===== src/rtl/mat_vec_loader.sv =====
// ============================================================================
// mat_vec_loader
// ----------------------------------------------------------------------------
// Upstream loader for mat_vec_mult. Fetches a DEPTH x DEPTH matrix and a
// DEPTH x 1 vector from word-addressed memory and fills the A/B FIFOs.
//   - Words base+0 .. base+DEPTH-1 are matrix slices; each is written to all
//     A FIFOs as a single a_wren beat (element i -> FIFO i).
//   - Word base+DEPTH is the vector; it is serialised over DEPTH b_wren beats,
//     element 0 first.
// Address arithmetic wraps modulo 2^ADDR_WIDTH. One read outstanding at a time.
//
// Build option:
//   MVL_CLR_EN  defined  : clr pulses for one cycle right after start is
//                          accepted, clearing the MAC accumulators.
//               undefined: clr is tied low.
//
// Ports:
//   clk               in   single clock, posedge
//   rst_n             in   synchronous active-low reset
//   start             in   load request, sampled in IDLE only
//   base_addr         in   first word address, captured on start
//   busy              out  high in every state except IDLE
//   done              out  one-cycle pulse when the load completes
//   clr               out  MAC clear pulse (MVL_CLR_EN only)
//   mem_address       out  read word address (0 when not reading)
//   mem_read          out  read request
//   mem_waitrequest   in   slave stall; request held while high
//   mem_readdata      in   read data, DEPTH*DATA_WIDTH bits
//   mem_readdatavalid in   read data valid
//   a_wren            out  A FIFO write strobe (all DEPTH FIFOs)
//   a_fifo_in         out  DEPTH elements of DATA_WIDTH, one per A FIFO
//   b_wren            out  B FIFO write strobe
//   b_fifo_in         out  vector element
// ============================================================================
module mat_vec_loader #(
    parameter int DEPTH      = 8,
    parameter int DATA_WIDTH = 8,
    parameter int ADDR_WIDTH = 16
) (
    input  logic                                  clk,
    input  logic                                  rst_n,
    input  logic                                  start,
    input  logic [ADDR_WIDTH-1:0]                 base_addr,
    output logic                                  busy,
    output logic                                  done,
    output logic                                  clr,
    output logic [ADDR_WIDTH-1:0]                 mem_address,
    output logic                                  mem_read,
    input  logic                                  mem_waitrequest,
    input  logic [DEPTH*DATA_WIDTH-1:0]           mem_readdata,
    input  logic                                  mem_readdatavalid,
    output logic                                  a_wren,
    output logic [DEPTH-1:0][DATA_WIDTH-1:0]      a_fifo_in,
    output logic                                  b_wren,
    output logic [DATA_WIDTH-1:0]                 b_fifo_in
);

    localparam int CNT_W = (DEPTH > 1) ? $clog2(DEPTH) : 1;
    localparam logic [CNT_W-1:0] LAST_CNT = CNT_W'(DEPTH - 1);

    localparam logic [2:0] S_IDLE    = 3'd0;
    localparam logic [2:0] S_A_REQ   = 3'd1;
    localparam logic [2:0] S_A_WAIT  = 3'd2;
    localparam logic [2:0] S_B_REQ   = 3'd3;
    localparam logic [2:0] S_B_WAIT  = 3'd4;
    localparam logic [2:0] S_B_SHIFT = 3'd5;
    localparam logic [2:0] S_DONE    = 3'd6;

    logic [2:0]                          r_state;
    logic [ADDR_WIDTH-1:0]               r_base;
    // Row index during A reads, beat index during B_SHIFT.
    logic [CNT_W-1:0]                    r_cnt;
    logic [DEPTH-1:0][DATA_WIDTH-1:0]    r_a_data;
    logic                                r_a_wren;
    logic [DEPTH*DATA_WIDTH-1:0]         r_shift;
`ifdef MVL_CLR_EN
    logic                                r_clr;
`endif

    logic                                w_reading;
    logic [ADDR_WIDTH-1:0]               w_offset;
    logic [ADDR_WIDTH-1:0]               w_addr;

    always_ff @(posedge clk) begin
        if (!rst_n) begin
            r_state  <= S_IDLE;
            r_base   <= '0;
            r_cnt    <= '0;
            r_a_data <= '0;
            r_a_wren <= 1'b0;
            r_shift  <= '0;
`ifdef MVL_CLR_EN
            r_clr    <= 1'b0;
`endif
        end else begin
            r_a_wren <= 1'b0;
`ifdef MVL_CLR_EN
            r_clr    <= 1'b0;
`endif
            case (r_state)
                S_IDLE: begin
                    if (start) begin
                        r_base  <= base_addr;
                        r_cnt   <= '0;
                        r_state <= S_A_REQ;
`ifdef MVL_CLR_EN
                        r_clr   <= 1'b1;
`endif
                    end
                end
                S_A_REQ: begin
                    if (!mem_waitrequest) begin
                        r_state <= S_A_WAIT;
                    end
                end
                S_A_WAIT: begin
                    if (mem_readdatavalid) begin
                        r_a_data <= mem_readdata;
                        r_a_wren <= 1'b1;
                        if (r_cnt == LAST_CNT) begin
                            // Counter is reused as the B beat index.
                            r_cnt   <= '0;
                            r_state <= S_B_REQ;
                        end else begin
                            r_cnt   <= r_cnt + 1'b1;
                            r_state <= S_A_REQ;
                        end
                    end
                end
                S_B_REQ: begin
                    if (!mem_waitrequest) begin
                        r_state <= S_B_WAIT;
                    end
                end
                S_B_WAIT: begin
                    if (mem_readdatavalid) begin
                        r_shift <= mem_readdata;
                        r_cnt   <= '0;
                        r_state <= S_B_SHIFT;
                    end
                end
                S_B_SHIFT: begin
                    // Element 0 sits in the low bits; shift down one element per beat.
                    r_shift <= r_shift >> DATA_WIDTH;
                    if (r_cnt == LAST_CNT) begin
                        r_cnt   <= '0;
                        r_state <= S_DONE;
                    end else begin
                        r_cnt   <= r_cnt + 1'b1;
                    end
                end
                S_DONE: begin
                    r_state <= S_IDLE;
                end
                default: begin
                    r_state <= S_IDLE;
                end
            endcase
        end
    end

    assign w_reading   = (r_state == S_A_REQ) || (r_state == S_B_REQ);
    assign w_offset    = (r_state == S_B_REQ) ? ADDR_WIDTH'(DEPTH) : ADDR_WIDTH'(r_cnt);
    assign w_addr      = r_base + w_offset;

    assign mem_read    = w_reading;
    assign mem_address = w_reading ? w_addr : '0;

    assign busy        = (r_state != S_IDLE);
    assign done        = (r_state == S_DONE);
    assign a_wren      = r_a_wren;
    assign a_fifo_in   = r_a_data;
    assign b_wren      = (r_state == S_B_SHIFT);
    assign b_fifo_in   = r_shift[DATA_WIDTH-1:0];

`ifdef MVL_CLR_EN
    assign clr         = r_clr;
`else
    assign clr         = 1'b0;
`endif

endmodule


===== config.mk =====
export PLATFORM = sky130hd
export DESIGN_NAME = mat_vec_loader
export DESIGN_NICKNAME = d
export VERILOG_FILES = /design/src/rtl/mat_vec_loader.sv
export SDC_FILE = /design/constraint.sdc
export NUM_CORES = 1
export LEC_CHECK = 0
export ABC_AREA = 1
export CAP_MARGIN = 40
export CELL_PAD_IN_SITES_DETAIL_PLACEMENT = 0
export CELL_PAD_IN_SITES_GLOBAL_PLACEMENT = 1
export CORE_ASPECT_RATIO = 1.2
export CORE_MARGIN = 3
export CORE_UTILIZATION = 34
export CTS_CLUSTER_DIAMETER = 40
export DETAILED_ROUTE_END_ITERATION = 8
export HOLD_SLACK_MARGIN = 0.05
export PLACE_DENSITY = 0.75
export SLEW_MARGIN = 30
export SYNTH_ARGS = -nofsm -noshare
export SYNTH_HDL_FRONTEND = slang
export SYNTH_SLANG_ARGS = --single-unit

===== constraint.sdc =====
create_clock -name clk -period 3.55 [get_ports clk]
set_clock_uncertainty 0.15 [all_clocks]
set_input_delay 0.71 -clock clk [delete_from_list [all_inputs] [get_ports clk]]
set_output_delay 0.71 -clock clk [all_outputs]
set_load 0.1 [all_outputs]

==> results of run 1 <==
[synth_stat cells, drive strengths merged (4+ instances only)]
| cell type | count | area, um2 |
|---|---|---|
| inv | 109 | 409 |
| nor3 | 4 | 20.0 |
| nand2 | 44 | 168 |
| buf | 42 | 269 |
| o221ai | 56 | 490 |
| nor2 | 151 | 587 |
| a21oi | 104 | 521 |
| clkbuf | 22 | 87.6 |
| dfxtp | 151 | 3020 |
| ha | 6 | 75.1 |
| o21ai | 92 | 460 |
| nand3 | 36 | 190 |
[cell usage in the layout, fill, tap and decap left out, types with 4 or more instances in the layout]
master	count
a21oi_1	98
a21oi_2	5
buf_12	17
buf_4	78
buf_8	18
clkbuf_16	17
clkdlybuf4s50_1	101
dfxtp_1	150
ha_1	4
inv_1	105
nand2_1	39
nand2_2	4
nand3_1	32
nor2_1	137
nor2_2	11
o21ai_0	88
o21ai_1	4
o221ai_1	56
[where the power goes]
part	internal, mW	total, mW	switching [mW]
sequential	2.02	2.23	0.217
combinational	0.990	3.52	2.53
clock	1.12	1.83	0.716
[layer usage]
layer	wire [um]	part of all wire	GRT usage	vias up
li1	-	-	-	3083
met1	8090	0.45	0.234	2668
met2	8660	0.48	0.292	148
met3	1100	0.061	0.0514	16
met4	233	0.013	0.0500	2
met5	11	0.00061	0	-
[sequential cells by signal, summed over array words and instances (netlist names)]
signal / cells
a_fifo_in: 64
a_wren: 1
r_base: 16
r_cnt: 3
r_shift: 64
r_state: 3
[worst max-delay path, stage by stage (launching register included)]
cell,delay (ns)
dfxtp_1,0.32
inv_2,0.06
nor2_2,0.04
inv_2,0.07
nor2_2,0.06
nor2_1,0.12
ha_2,0.19
inv_1,0.05
fa_2,0.33
inv_2,0.09
nand3_4,0.10
nand2_4,0.10
nand2_2,0.08
nor2_1,0.09
o21ai_1,0.08
nor2_2,0.16
buf_12,0.19
[repair_timing]
item / in CTS / in global routing
resized for setup: 3 / 16
buffers inserted: 3 / 1
endpoints found under the setup margin: 8 / 12
pin swaps: 0 / 4
[worst max path at each step]
stage / end / slack [ns] / depth (start not counted)
3_5_place_dp: mem_address[6] / 0.24 / 14
5_1_grt: mem_address[12] / -0.05 / 16
2_1_floorplan: mem_address[4] / -0.18 / 14
3_3_place_gp: mem_address[6] / 0.30 / 12
4_1_cts: mem_address[12] / 0.02 / 14
6_report: mem_address[12] / 0.14 / 16
[cell type report]
cell class	count	share of cell area
sequential	151	0.329
inverter	109	0.0447
clock inverter	13	0.0182
multi-input combinational	499	0.291
timing repair buffer	214	0.240
clock buffer	19	0.0470
tap	224	0.0305
[metrics by stage]
step | instances | power [mW] | worst slack (ns) | hold slack, ns | util
floorplan | 823 | 4.78 | -0.181 | 0.273 | -
global placement | 1175 | 5.60 | 0.298 | 0.280 | 0.452
detailed placement | 1193 | 5.76 | 0.244 | 0.285 | 0.467
CTS | 1228 | 7.64 | 0.0160 | 0.294 | 0.501
global route | 1229 | 7.97 | -0.0470 | 0.309 | 0.504
finish | 1229 | 7.59 | 0.143 | 0.292 | 0.504
[cells by family after synthesis]
logic type,count (synthesis),share of synthesized area
fa+ha+maj,7,0.0150
buf+inv,173,0.121
other cells,1,0.000590
compound gates,253,0.233
xor+xnor,1,0.00138
flops,151,0.476
simple gates,237,0.154
==> flow_metrics.tcl, run 1 <==
set metrics [dict create \
    drc 0 \
    min_to "a_fifo_in[59]" \
    rsz0062_at_grt "true" \
    hold_path.class "reg2reg" \
    synthCells 823 \
    cts_sinks 151 \
    cp-end-kind "output port" \
    synth_cell_types 28 \
    insertion_delay_ns 0.41 \
    fin_area_mm2 0.00920 \
    hold_viol 0 \
    overflow 0 \
    row_count 54 \
    n_antenna_cell 0 \
    cap_violations 0 \
    finalSetupViolCount 0 \
    place_congestion 0.830 \
    async_reset_ff_frac 0 \
    synth-edff-count 0 \
    setup_tns_ns 0 \
    io_buffers 177 \
    status "completed" \
    finalMaxSlewViolations 0 \
    htreeDepth 4 \
    reg2reg_to "a_fifo_in[53]" \
    fin_nets 1084 \
    dr.pass1.iters 5 \
    startpoint "r_state[0]" \
    die_y_um 156 \
    cts_buffers 17 \
    antenna_left 0 \
    min_from "a_fifo_in[59]" \
    vias 5917 \
    num-fill-cells 1771 \
    crit_fanout 4 \
    synthFlopType "dfxtp_1" \
    cts_tree "yes" \
    pin_count 179 \
    ir_worst_vdd_mv 0.419 \
    max_freq_mhz 294 \
    wl_um 18100 \
    yosys_warnings 0 \
    wl_per_cell_um 14.7 \
    cts_root_buf "clkbuf_16" \
    whs_path_depth 2 \
    drtIter0Drc 305 \
    grt_use_total 0.180 \
    synth_area_mm2 0.00635 \
    rrSetupSlack_ns 1.71 \
    dp_hpwl_um 12900 \
    vias_per_cell 4.81 \
    grt_max_degree 89 \
    finalCritPeriodShare 0.960 \
    multi_input_area_mm2 0.00268 \
    syn_to_final_growth_pct 44.8 \
    clock_path_buffers 2 \
    final_layout_size_suffix_gt1_frac 0.180 \
    cts_hold_buf 0 \
    dieArea_mm2 0.0204 \
    synth_seq_area_share 0.476 \
    die_w_um 131 \
    clk_pin_slew_ns 0.06 \
    min_period_ns 3.41 \
    rr_startpoint "r_state[2]" \
    dpl-instance-area_mm2 0.00851 \
    antenna_found_initial 1 \
    setup.worst_path.start_class "flop" \
    leakage_nw 3.57 \
    start_util 0.348 \
    grt_first_pass_wirelength_um 29200 \
    syn_nets 915 \
    syn_avg_cell_area_um2 7.72 \
    crit_required_ns 2.69 \
    powerDensity_mw_per_mm2 825 \
    grt_pass1_vias 5743 \
    cp.arrival_ns 2.55 \
    crit_type "reg2out" \
    synth_seq_cells 151 \
    core-area_mm2 0.0182 \
    register_area_mm2 0.00302 \
    r2r_cells 6 \
]
(Power assumes the default switching activity.)
==> run 2: changes to the inputs <==
--- a/config.mk
+++ b/config.mk
@@ -7,7 +7,7 @@
 export LEC_CHECK = 0
 export ABC_AREA = 1
 export CAP_MARGIN = 40
-export CELL_PAD_IN_SITES_DETAIL_PLACEMENT = 0
+export CELL_PAD_IN_SITES_DETAIL_PLACEMENT = 1
 export CELL_PAD_IN_SITES_GLOBAL_PLACEMENT = 1
 export CORE_ASPECT_RATIO = 1.2
 export CORE_MARGIN = 3
==> flow_metrics.tcl, run 2 (synthesis gave the netlist of run 1 again) <==
set metrics [dict create \
    setup.worst_path.start_class "flop" \
    whs_path_depth 2 \
    hold_path.class "reg2reg" \
    grt_max_degree 89 \
    postLayoutCoreUtil 0.503 \
    htreeDepth 4 \
    vias 6154 \
    place_congestion 0.830 \
    cts_tree "yes" \
    dr_wl_met2_um 10200 \
    drc 0 \
    top_layer "met4" \
    power_mw 7.53 \
    reg2reg_to "a_fifo_in[42]" \
    slowest_delay_ns 0.34 \
    row_count 54 \
    dp_hpwl_um 14400 \
    die_y_um 156 \
    antenna_found_initial 0 \
    path_cells "inv_2 -> nor2_2 -> inv_2 -> nor2_4 -> nor2_2 -> ha_2 -> inv_1 -> fa_2 -> inv_2 -> nand3_4 -> a21oi_4 -> a21oi_1 -> nor2_4 -> buf_12" \
    ir_worst_vdd_mv 0.377 \
    cts_hold_buf 0 \
    grt_pass1_vias 6216 \
    r2r_cells 6 \
    clk_pin_slew_ns 0.06 \
    min_from "a_fifo_in[50]" \
    finalMaxSlewViolations 0 \
    powerDensity_mw_per_mm2 820 \
    grt_first_pass_wirelength_um 31900 \
    vias_per_cell 5.01 \
    dpl-instance-area_mm2 0.00851 \
    cp.depth 14 \
    crit_fanout 5 \
    pre_cts_ws_ns 0.159 \
    io_buffers 177 \
    syn_to_final_growth_pct 44.4 \
    rr_startpoint "r_state[2]" \
    clock_path_buffers 2 \
    cts_sinks 151 \
    final_layout_size_suffix_gt1_frac 0.185 \
    finalSetupViolCount 0 \
    crit_type "reg2out" \
    dr.pass1.iters 4 \
    max_freq_mhz 291 \
    min_to "a_fifo_in[50]" \
    finalCritPeriodShare 0.968 \
    min_period_ns 3.44 \
    wl_met1_um 8700 \
    cp_top_family "adder cells" \
    setup_slack_ns 0.115 \
    grt_use_total 0.197 \
    hold_viol 0 \
    cts_root_buf "clkbuf_16" \
    fin_area_mm2 0.00918 \
    crit_top_cell "inv_2" \
    core-area_mm2 0.0182 \
    layout_commonest_cell "dfxtp_1" \
    cap_violations 0 \
    pin_count 179 \
    fin_nets 1084 \
    leakage_nw 3.55 \
    wl_per_cell_um 16.4 \
    mostFrequentLayoutCells "148 x dfxtp_1, 134 x nor2_1, 105 x inv_1" \
    cts_buffers 17 \
    start_util 0.348 \
    cp-end-kind "output port" \
    cp.arrival_ns 2.58 \
    overflow 0 \
    die_w_um 131 \
    drtIter0Drc 330 \
    dieArea_mm2 0.0204 \
    status "completed" \
    rrSetupSlack_ns 1.66 \
    wl_um 20200 \
    met3_wirelength_um 1010 \
    crit_required_ns 2.69 \
    cp_slowest_cell "dfxtp_2" \
    critPathBufInv 5 \
    setup_tns_ns 0 \
    antenna_left 0 \
    insertion_delay_ns 0.41 \
]
-- run 2: cell types whose count changed in the layout (fill, tap and decap cells not counted), moves of 2 or more --
cell | before | now
o21ai_0 | 88 | 86
dfxtp_2 | 1 | 3
nor2_2 | 11 | 13
bufinv_16 | 3 | 1
dfxtp_1 | 150 | 148
nor2_1 | 137 | 134
-- run 2: routing by layer --
layer | global-route usage | vias up
li1 | - | 3077
met1 | 0.243 | 2919
met2 | 0.337 | 139
met3 | 0.0521 | 19
met4 | 0.0573 | 0
met5 | 0 | -
-- run 2: layout make-up --
cell class	count	area [um2]
Clock inverter	11	100
Inverter	109	412
Clock buffer	19	443
Multi-Input combinational cell	499	2710
Tap cell	224	280
Timing Repair Buffer	214	2210
Fill cell	2167	9060
Sequential cell	151	3030
Antenna cell	1	2.50
-- run 2: worst max-delay path by stage --
stage,slack (ns),endpoint,start
after floorplan,-0.18,mem_address[4],r_state[0]
after global placement,0.30,mem_address[6],r_state[1]
after detailed placement,0.16,mem_address[6],r_state[0]
after CTS,0.03,mem_address[12],r_state[0]
after global routing,-0.06,mem_address[14],r_state[0]
final,0.11,mem_address[14],r_state[0]
-- run 2: where the power goes --
group          switching, mW  total [mW]  internal, mW
Combinational           2.59        3.59          1.00
Clock                  0.711        1.69         0.976
Sequential             0.235        2.25          2.02
-- run 2: per-stage QoR --
stage / hold WS, ns / std cells
final: 0.297 / 1228
after floorplan: 0.273 / 823
after detailed placement: 0.290 / 1193
after global routing: 0.309 / 1227
after global placement: 0.280 / 1175
after CTS: 0.300 / 1226
-- run 2: timing repair --
item | CTS | global route
setup buffers | 3 | 1
resized for setup | 8 | 21
pin swaps | 1 | 8
setup endpoints to repair | 10 | 12
cloned | 0 | 0
-- run 2: worst reg2reg max path: stages (launching register included) --
cell	delay, ns
dfxtp_2	0.33
buf_4	0.16
nor2_4	0.15
nand3_4	0.27
buf_4	0.38
o21ai_0	0.25
a21oi_1	0.07
==> run 3: changes to the inputs <==
--- a/config.mk
+++ b/config.mk
@@ -10,7 +10,7 @@
 export CELL_PAD_IN_SITES_DETAIL_PLACEMENT = 1
 export CELL_PAD_IN_SITES_GLOBAL_PLACEMENT = 1
 export CORE_ASPECT_RATIO = 1.2
-export CORE_MARGIN = 3
+export CORE_MARGIN = 2
 export CORE_UTILIZATION = 34
 export CTS_CLUSTER_DIAMETER = 40
 export DETAILED_ROUTE_END_ITERATION = 8
==> constraint.sdc (replaced) <==
create_clock -name clk -period 3.55 [get_ports clk]
set_clock_uncertainty 0.15 [all_clocks]
set_input_delay 0.71 -clock clk [delete_from_list [all_inputs] [get_ports clk]]
set_output_delay 0.71 -clock clk [all_outputs]
set_load 0.02 [all_outputs]
==> flow_metrics.tcl, run 3 (synthesis gave the netlist of run 1 again) <==
set metrics [dict create \
    cts_hold_buf 0 \
    cts_sinks 151 \
    insertion_delay_ns 0.42 \
    finalCritPeriodShare 0.951 \
    core-area_mm2 0.0182 \
    vias 6026 \
    drtIter0Drc 309 \
    finalSetupViolCount 0 \
    max_freq_mhz 296 \
    combPwrFrac 0.330 \
    fin_cells 1209 \
    startpoint "r_state[0]" \
    dr.pass1.iters 4 \
    pre_cts_ws_ns 0.0529 \
    min_period_ns 3.38 \
    crit_fanout 4 \
    status "completed" \
    cp_slowest_cell "dfxtp_1" \
    worstMarginPinSlew_ns 0.786 \
    setup.worst_path.start_class "flop" \
    switching_share 0.343 \
    die_w_um 129 \
    cap_violations 0 \
    cts_root_buf "clkbuf_16" \
    setup_slack_ns 0.173 \
    powerDensity_mw_per_mm2 684 \
    power_mw 6.03 \
    pwr-share-clk 0.301 \
    antenna_left 0 \
    hold_path.class "reg2reg" \
    grt_max_degree 88 \
    num-fill-cells 2246 \
    fin_area_mm2 0.00881 \
    slowest_delay_ns 0.34 \
    cts_buffers 17 \
    p_sw_mw 2.07 \
    crit_type "reg2out" \
    leakage_nw 3.32 \
    syn_to_final_growth_pct 38.7 \
    drc 0 \
    io_buffers 177 \
    dp_hpwl_um 13400 \
    wl_um 19300 \
    setup_tns_ns 0 \
    antenna_found_initial 1 \
    cts_tree "yes" \
    power_frac_seq 0.369 \
    path_cells "inv_2 -> nor2_2 -> inv_2 -> nor2_4 -> nor2_1 -> ha_1 -> a21oi_2 -> nand2_2 -> nand2_1 -> nand2_1 -> o21ai_0 -> nor2_1 -> dlygate4sd2_1" \
    r2r_cells 7 \
    whs_path_depth 2 \
    htreeDepth 4 \
    crit_required_ns 2.69 \
    layout_commonest_cell "clkdlybuf4s50_1" \
    holdWs_ns 0.294 \
    wl_per_cell_um 15.9 \
    dpl-instance-area_mm2 0.00820 \
    finalMaxSlewViolations 0 \
    min_from "a_fifo_in[3]" \
    cp-end-kind "output port" \
    pin_count 179 \
    postLayoutCoreUtil 0.483 \
    dieArea_mm2 0.0198 \
    fin_nets 1064 \
    reg2reg_to "r_shift[60]" \
    hold_viol 0 \
    cp.arrival_ns 2.52 \
    die_y_um 154 \
    intPower_mw 3.96 \
    overflow 0 \
    vias_per_cell 4.98 \
    rrSetupSlack_ns 1.45 \
    slew_headroom 0.476 \
    grt_pass1_vias 6056 \
    ir_worst_vdd_mv 0.326 \
    dp_cells 1174 \
    clock_path_buffers 2 \
    start_util 0.348 \
    clk_pin_slew_ns 0.06 \
    row_count 54 \
    final_layout_size_suffix_gt1_frac 0.0762 \
    grt_first_pass_wirelength_um 31100 \
    min_to "a_fifo_in[3]" \
    rsz0062_at_grt "true" \
    mostFrequentLayoutCells "161 x clkdlybuf4s50_1, 150 x dfxtp_1, 147 x nor2_1" \
    grt_use_total 0.198 \
    place_congestion 0.848 \
    rr_startpoint "r_state[0]" \
]
[run 3: changes by cell type in the layout (fill, tap and decap cells not counted), sizes merged]
cell and change:
buf -93, clkdlybuf4s50 +60, clkbuf +7, clkinv -4, dlymetal6s2s +3, bufinv +2, clkdlybuf4s15 +2, dlygate4sd2 +2
clkinvlp +1, inv +1
[run 3: layer usage]
metal,global-route usage,vias to the layer above,share of wire
li1,-,3032,-
met1,0.251,2819,0.44
met2,0.330,154,0.49
met3,0.0508,21,0.053
met4,0.0616,0,0.014
met5,0,-,0
[run 3: what timing repair did]
action	CTS	global route
pin swaps	0	2
buffers inserted	1	2
endpoints found under the setup margin	14	14
gates resized for setup	22	27
endpoints found under the hold margin	0	0
[run 3: cell type report]
type | count | area (um2) | area share
Clock buffer | 20 | 437 | 0.0496
Multi-Input combinational cell | 499 | 2610 | 0.296
Clock inverter | 11 | 149 | 0.0169
Timing Repair Buffer | 194 | 1900 | 0.216
Antenna cell | 1 | 2.50 | 0.000284
Sequential cell | 151 | 3020 | 0.343
Inverter | 109 | 409 | 0.0464
Tap cell | 224 | 280 | 0.0318
[run 3: worst max path at each step]
stage / end / cells after the start
2_1_floorplan: mem_address[6] / 14
3_3_place_gp: mem_address[6] / 15
3_5_place_dp: mem_address[13] / 14
4_1_cts: mem_address[14] / 15
5_1_grt: mem_address[7] / 13
6_report: mem_address[7] / 13
[run 3: critical path: cells and delay by family, from the launching register on]
family,cells,cell delay (ns)
fa+ha+maj,1,0.34
buf+inv,3,0.44
compound gates,2,0.32
flops,1,0.34
simple gates,7,0.66
[run 3: power by group through the flow]
stage	combinational, mW	clock (mW)	sequential, mW
final	1.99	1.82	2.22
after global routing	2.22	1.94	2.26
after CTS	1.99	1.86	2.23
after detailed placement	1.97	0	2.26
after global placement	1.93	0	2.25
after floorplan	0.971	0	2.41
